[config.mk]
export PLATFORM = sky130hd
export DESIGN_NAME = seq_restoring_divider
export DESIGN_NICKNAME = d
export VERILOG_FILES = /design/src/rtl/div_pkg.sv /design/src/rtl/div_step.sv /design/src/rtl/seq_restoring_divider.sv
export SDC_FILE = /design/constraint.sdc
export NUM_CORES = 1
export LEC_CHECK = 0
export CAP_MARGIN = 20
export CORE_UTILIZATION = 52
export CTS_CLUSTER_DIAMETER = 120
export CTS_CLUSTER_SIZE = 40
export DETAILED_ROUTE_END_ITERATION = 7
export GPL_TIMING_DRIVEN = 0
export PLACE_DENSITY = 0.88
export SLEW_MARGIN = 15
export SYNTH_ARGS = -nofsm -noshare
export SYNTH_HDL_FRONTEND = slang
export SYNTH_HIERARCHICAL = 1
export SYNTH_SLANG_ARGS = --single-unit
[constraint.sdc]
create_clock -name clk -period 3.3 [get_ports clk]
set_input_delay 0.33 -clock clk [delete_from_list [all_inputs] [get_ports clk]]
set_output_delay 0.33 -clock clk [all_outputs]
set_load 0.02 [all_outputs]
[src/rtl/div_pkg.sv]
// Shared types and defaults for the sequential restoring divider.
package div_pkg;

    localparam int DIV_N     = 3;
    localparam int DIV_CNT_W = $clog2(2 * DIV_N);

    typedef enum logic [1:0] {
        IDLE = 2'd0,
        BUSY = 2'd1,
        DONE = 2'd2
    } div_state_e;

    // Bit-counter width for a 2n-bit dividend.
    function automatic int div_cnt_w(input int n);
        return $clog2(2 * n);
    endfunction

endpackage

[src/rtl/div_step.sv]
// One combinational restoring-division step: shift in a dividend bit, subtract if it fits.
import div_pkg::*;

module div_step #(
    parameter int N = DIV_N
) (
    input  logic [N:0]   r_in,
    input  logic         d_bit,
    input  logic [N-1:0] divisor,
    output logic [N:0]   r_out,
    output logic         q_bit
);

    logic [N+1:0] r_wide;
    logic         fits;

    // Keep the full width so the compare is exact even if r_in carried a top bit.
    assign r_wide = {r_in, d_bit};
    assign fits   = (r_wide >= {2'b00, divisor});
    assign q_bit  = fits;
    assign r_out  = fits ? (N+1)'(r_wide - {2'b00, divisor}) : r_wide[N:0];

endmodule

[src/rtl/seq_restoring_divider.sv]
// Sequential restoring divider: 2N-bit dividend / N-bit divisor, one quotient bit per clock.
// Optional quot_ovf output (quotient >= 2**N) is built when DIV_QUOT_OVF_EN is defined.
import div_pkg::*;

module seq_restoring_divider #(
    parameter int N = DIV_N
) (
    input  logic           clk,
    input  logic           rst,
    input  logic           in_valid,
    output logic           in_ready,
    input  logic [2*N-1:0] dividend,
    input  logic [N-1:0]   divisor,
    output logic           out_valid,
    input  logic           out_ready,
    output logic [2*N-1:0] quotient,
    output logic [N-1:0]   remainder,
    output logic           div_by_zero
`ifdef DIV_QUOT_OVF_EN
    ,
    output logic           quot_ovf
`endif
);

    localparam int CW = div_cnt_w(N);

    // Handshake: a transfer happens on a rising edge where valid and ready are both high;
    // in_ready is high only in IDLE, out_valid only in DONE, and DONE holds its outputs
    // until out_ready, so accept and result hand-off never share a cycle.

    div_state_e     state_q, state_d;
    logic [CW-1:0]  cnt_q, cnt_d;
    logic [2*N-1:0] dvd_q, dvd_d;
    logic [N-1:0]   dvs_q, dvs_d;
    logic [N:0]     r_q, r_d;
    logic [2*N-1:0] q_q, q_d;
    logic           dbz_q, dbz_d;
`ifdef DIV_QUOT_OVF_EN
    logic           ovf_q, ovf_d;
`endif

    logic [N:0] step_r;
    logic       step_q;

    div_step #(.N(N)) u_step (
        .r_in    (r_q),
        .d_bit   (dvd_q[cnt_q]),
        .divisor (dvs_q),
        .r_out   (step_r),
        .q_bit   (step_q)
    );

    always_comb begin
        state_d = state_q;
        cnt_d   = cnt_q;
        dvd_d   = dvd_q;
        dvs_d   = dvs_q;
        r_d     = r_q;
        q_d     = q_q;
        dbz_d   = dbz_q;
`ifdef DIV_QUOT_OVF_EN
        ovf_d   = ovf_q;
`endif
        case (state_q)
            IDLE: begin
                if (in_valid) begin
                    dvd_d = dividend;
                    dvs_d = divisor;
                    r_d   = '0;
                    q_d   = '0;
                    dbz_d = 1'b0;
`ifdef DIV_QUOT_OVF_EN
                    ovf_d = 1'b0;
`endif
                    if (divisor == '0) begin
                        // Divide-by-zero skips the iterations entirely.
                        state_d = DONE;
                        q_d     = '1;
                        r_d     = {1'b0, dividend[N-1:0]};
                        dbz_d   = 1'b1;
                    end else begin
                        state_d = BUSY;
                        cnt_d   = CW'(2 * N - 1);
                    end
                end
            end
            BUSY: begin
                r_d        = step_r;
                q_d[cnt_q] = step_q;
                cnt_d      = cnt_q - CW'(1);
`ifdef DIV_QUOT_OVF_EN
                ovf_d      = |q_d[2*N-1:N];
`endif
                if (cnt_q == '0) begin
                    state_d = DONE;
                end
            end
            DONE: begin
                if (out_ready) begin
                    state_d = IDLE;
                end
            end
            default: begin
                state_d = IDLE;
            end
        endcase
    end

    always_ff @(posedge clk or posedge rst) begin
        if (rst) begin
            state_q <= IDLE;
            cnt_q   <= '0;
            dvd_q   <= '0;
            dvs_q   <= '0;
            r_q     <= '0;
            q_q     <= '0;
            dbz_q   <= 1'b0;
        end else begin
            state_q <= state_d;
            cnt_q   <= cnt_d;
            dvd_q   <= dvd_d;
            dvs_q   <= dvs_d;
            r_q     <= r_d;
            q_q     <= q_d;
            dbz_q   <= dbz_d;
        end
    end

`ifdef DIV_QUOT_OVF_EN
    always_ff @(posedge clk or posedge rst) begin
        if (rst) begin
            ovf_q <= 1'b0;
        end else begin
            ovf_q <= ovf_d;
        end
    end

    assign quot_ovf = ovf_q;
`endif

    assign in_ready    = (state_q == IDLE);
    assign out_valid   = (state_q == DONE);
    assign quotient    = q_q;
    assign remainder   = r_q[N-1:0];
    assign div_by_zero = dbz_q;

endmodule

-- Word-level counts from Yosys, hierarchy flattened
Cells that the tools add are included.
- $add $sub $neg: 2
- bitwise gates (word level): 0
- equal/unequal tests: 6
- divide/modulo/power cells: 0
- muxes and demuxes: 21
- reductions and logical operators: 9
- multipliers: 0
- order comparisons: 3
- shift-type cells: 0
- operators with widths (kind ; count):
    6-bit 2-to-1 mux ; 2
    6-bit one-hot mux with 2 select lines ; 1
    3-bit 2-to-1 mux ; 3
    2-bit 2-to-1 mux ; 4
    4-bit 2-to-1 mux ; 2
    4-bit one-hot mux with 2 select lines ; 1
    6-bit bitwise mux ; 1
    3-bit zero test ; 2
    2-bit inequality test, second input constant ; 3
    2-bit one-hot mux with 3 select lines ; 1
    3-bit one-hot mux with 2 select lines ; 1
    3-bit AND reduction ; 2
    5-bit by 3-bit >= comparator with 1-bit output ; 1
    3-bit by 4-bit less-than comparator with 1-bit output, second input constant ; 1
    2-bit AND reduction ; 2
    4-bit by 3-bit subtractor with 4-bit output ; 1
    1-bit binary-select mux with 3-bit select ; 1
    1-bit demux with 3-bit select ; 1
    3-bit by 1-bit >= comparator with 1-bit output, second input constant ; 1
    1-bit 2-to-1 mux ; 3
    3-bit by 1-bit subtractor with 3-bit output, second input constant ; 1
    2-bit by 1-bit equality test with 1-bit output, second input constant ; 1
    2-bit equality test, second input constant ; 1
    2-bit zero test ; 1
    other kinds (3) ; 3
- input bits: 13
- bits in latches: 0
- memories: 0
- bits in registers: 25
- logic and storage cells: 48
- RAM bits: 0
- memory bits (read-only): 0

-- Depth between registers and ports, before layout
- depth after elaboration: 6
- mapped depth: 13
- gate-level depth less buffers: 11

-- Hierarchy
Netlist, hierarchy kept.
- by module, submodules not included (module ; sequential area each (µm²) ; area an instance (µm²) ; times used ; cells each):
    seq_restoring_divider ; 625.6 ; 1320.0 ; 1 ; 116
    div_step ; 0.0 ; 177.7 ; 1 ; 20

-- Worst setup path before layout
OpenSTA, ideal clock, no wires.
- path type: register to register
- from: register cnt_q[1]
- to: register r_q[2]
- cell stages (with the launch flop): 13
- arrival time: 2.528 ns
- setup slack: 0.651 ns
- data required time: 3.179 ns
- setup time: 0.121 ns
- cell sequence: dfrtp_1 -> inv_1 -> nor2_2 -> a22oi_1 -> o221ai_1 -> inv_1 -> ha_1 -> a31oi_1 -> or3b_1 -> buf_6 -> mux2_4 -> a22oi_1 -> nand2_1
- longest elaborated chain between the ends: 5
- elaborated cells between the ends (all ways): 6
- those cells by class: add/sub (1); order compare (1); mux (4)
- RTL lines (item ; line ; source):
    start, declared ; seq_restoring_divider.sv:32 ; logic [CW-1:0] cnt_q, cnt_d;
    start signal, assigned ; seq_restoring_divider.sv:120 ; cnt_q <= cnt_d;
    1-bit binary-select mux with 3-bit select ; seq_restoring_divider.sv:47 ; .d_bit (dvd_q[cnt_q]),
    1-bit 2-to-1 mux (not written as such) ; seq_restoring_divider.sv:47 ;
    5-bit by 3-bit >= comparator with 1-bit output ; div_step.sv:19 ; assign fits = (r_wide >= {2'b00, divisor});
    net step_q ; seq_restoring_divider.sv:43 ; logic step_q;
    4-bit 2-to-1 mux ; div_step.sv:21 ; assign r_out = fits ? (N+1)'(r_wide - {2'b00, divisor}) : r_wide[N:0];
    net step_r[2] ; seq_restoring_divider.sv:42 ; logic [N:0] step_r;
    4-bit one-hot mux with 2 select lines ; seq_restoring_divider.sv:64 ; case (state_q)
    end signal, assigned ; seq_restoring_divider.sv:123 ; r_q <= r_d;
    end, declared ; seq_restoring_divider.sv:35 ; logic [N:0] r_q, r_d;
The timed path passes the listed nets, and every way through them passes these cells. The select of a mux whose other input is x is not followed.
A chain may end at the register's enable or synchronous reset.

-- Final worst setup path
Same ends and word-level chain as after synthesis.

==> metrics.txt <==
synth warn 6; Seq/Total Area, Yosys 41.8%; Tmin final 3.01 ns; post-CTS setup buffers 0; Slew headroom 68.7%; final std cells w/o fill 196; Yosys cell types 47; Routed WL 3150 µm; status complete, no violations; Int Pwr 0.00112 W; Worst-path clk slew 0.15 ns; GRT Total Usage 22.6%; Die Area 3100 µm²; kind of critical path flip-flop to flip-flop; Setup crit start kind flip-flop; Post-CTS Hold Fix Bufs 0; Die Ht 55.7 µm; Max Cap Viol 0; ranking of synthesized cells by area dfrtp_1 (42%), mux2_2 (6.0%), ha_1 (4.2%); largest net degree at the start of global routing 26; drt pass-1 iters 4; Hold Crit Class input port to asynchronous set/reset pin; switch share 42.8%; global routing's busiest layer met2; Reg power frac 28.6%; TritonCTS clock tree built; Max Fclk 332 MHz; crit share post-route 91.3%; Core ar. 2730 µm²; Detailed Route Iter0 Violations 32; worst slew pin tran 0.467 ns; Max rail drop VDD 0.691 mV; synthesis-to-finish area growth 21.5%; clk_skew 0.0165 ns; first-pass GRT wire length 5540 µm; grt ovf 0; # placed instances 191; routing usage on met3 4.42%; Data arrival, critical path 3.23 ns; Clock Sinks 25; TNS Setup 0 ns; vias in the first global route 1225; share of the synthesized area in the top cell type 41.8%; Die W 55.7 µm; I/O pins 25; register area 626 µm²; H-tree depth 1; placer's final routability congestion estimate 0.835; biggest area consumer among synthesized cells dfrtp_1; P_sw 0.000835 W; Routed wire per std cell 16.1 µm; Post-DP Area 1780 µm²; layout cells sized above 1 23.0%; Synth Cell Area 1500 µm²; Fin. Hold Viols 0; CTS Root Cell clkbuf_4; CP Max Fanout 8; total CTS buffers 3; Final #Nets 185; Critical Path End Type flip-flop; grt met2 use 37.7%; initial antenna violation count 0; detailed-route via count 1151; PostCTS Resize Cnt 0; # fillers 222; clk buf depth 2; Avg Inst Size Synth 11.0 µm²; Core Rows 19; DRC violations left 0; Antenna Nets Post-Route 0; syn_nets 155; multi-input logic area 753 µm²; leak pwr 0.802 nW; Synth Register Bits 25; clock power share 7.3%; Comb pwr share 64.1%; port bufs 24; Clock Latency Late Sink 0.33 ns; Pwr per Cell Area 1070 nW/µm²; ant diodes 0; Starting Density 54.8%; Syn Inst Count 136; CP Data Required Time 3.52 ns; # setup viols final 0; Max Slew Vio Count 0; GRT met1 Usage 29.3%; RSZ-0062 raised after global routing no; vias per cell 5.87; final instance area 1820 µm²; post-DP HPWL 2320 µm
layout by cell type (no fill, tap or decap), types with 2 or more instances in the layout:
master / count
buf_6: 3
nor2_1: 6
clkbuf_4: 3
nand2_1: 5
mux2_2: 8
a311oi_1: 2
nand2b_1: 4
a31oi_1: 2
dfrtp_1: 25
clkdlybuf4s50_1: 24
nor2b_1: 3
a22oi_1: 4
buf_2: 2
inv_1: 7
nor4_4: 2
a21oi_2: 2
ha_1: 5
a21oi_1: 4
nand3b_1: 2
buf_4: 6
o21ai_1: 3
mux2i_1: 6
o21ai_0: 4
nand3_1: 5
o31ai_1: 2
through the flow:
| stage | hold slack, ns | worst slack [ns] | util [%] | power, W |
|---|---|---|---|---|
| after floorplan | 0.357 | 0.651 | - | 0.00148 |
| after global placement | 0.488 | 0.422 | 65.0 | 0.00174 |
| after detailed placement | 0.496 | 0.383 | 65.0 | 0.00181 |
| after CTS | 0.531 | 0.321 | 66.0 | 0.00195 |
| after global routing | 0.350 | 0.0812 | 66.5 | 0.00210 |
| final | 0.284 | 0.288 | 66.5 | 0.00195 |
power by group through the flow:
stage	combinational [W]	sequential (W)	clock (W)
detailed placement	0.00124	0.000563	0
finish	0.00125	0.000559	0.000142
CTS	0.00125	0.000558	0.000143
global placement	0.00118	0.000553	0
global route	0.00137	0.000576	0.000153
floorplan	0.000898	0.000579	0
critical path, cell delays in order, from the launching register on:
cell	delay [ns]
dfrtp_1	0.56
inv_1	0.16
nor2_2	0.21
a22oi_1	0.13
o221ai_1	0.19
inv_1	0.09
ha_1	0.31
a31oi_1	0.20
or3b_1	0.38
buf_6	0.15
mux2_4	0.29
a22oi_1	0.16
nand2_1	0.07
cell usage after synthesis, drive strengths merged:
library cell,n
o31ai,2
a21oi,6
inv,8
o21ai,8
nor3b,2
a31oi,2
nor2,7
xnor2,1
a22oi,4
nand2,6
nand3b,2
o221ai,1
mux2,10
nor4,2
a21o,2
dfrtp,25
and3,1
a311oi,2
nor2b,3
nand2b,4
or2,1
ha,5
nor3,2
buf,11
o21a,1
o21bai,1
fa,1
nand3,5
a2bb2oi,1
mux2i,6
and2,1
or3b,1
a22o,1
or3,1
metal layers:
metal | part of all wire (%) | vias to the layer above
met3 | 4.1 | 8
met2 | 49 | 35
met4 | 2.1 | 0
li1 | - | 536
met5 | 0 | -
met1 | 44 | 572
logic make-up (layout without fill, tap and decap cells):
kind of cell	count (synthesis)	after routing	synth area share, %
AND/OR/NAND/NOR	38	38	17.4
AO/OA/AOI/OAI	31	31	15.0
flip-flops	25	25	41.8
buffers and inverters	19	48	7.94
multiplexers	16	16	11.8
adder cells (fa/ha/maj)	6	6	5.51
XOR/XNOR	1	1	0.585
final timing paths:
| path | end | cells after the start | slack, ns | from |
|---|---|---|---|---|
| max | r_q[2]$_DFFE_PP0P_ | 12 | 0.29 | cnt_q[1]$_DFFE_PP0P_ |
| min | div_by_zero$_DFFE_PP0P_ | 2 | 0.28 | rst |
| max reg2reg | r_q[2]$_DFFE_PP0P_ | 12 | 0.29 | cnt_q[1]$_DFFE_PP0P_ |
| min reg2reg | dvd_q[3]$_DFFE_PP0P_ | 1 | 0.53 | dvd_q[3]$_DFFE_PP0P_ |
| max in group asynchronous | state_q[1]$_DFFE_PP0P_ | 3 | 2.54 | rst |
| min in group clk | dvd_q[3]$_DFFE_PP0P_ | 1 | 0.53 | dvd_q[3]$_DFFE_PP0P_ |
state kept, by name (all words and copies together) (netlist names):
name         count
cnt_q            3
div_by_zero      1
dvd_q            6
dvs_q            3
quotient         6
r_q              4
state_q          2
final cells by class:
cell class                 instances  share of cell area (%)
tap                               31                    2.13
clock inverter                     1                   0.275
sequential                        25                    34.4
buffer                            11                    4.88
multi-input combinational         92                    41.4
timing repair buffer              25                    14.0
clock buffer                       3                    1.24
inverter                           8                    1.65
Note: power is estimated with default switching activity, not from simulation.
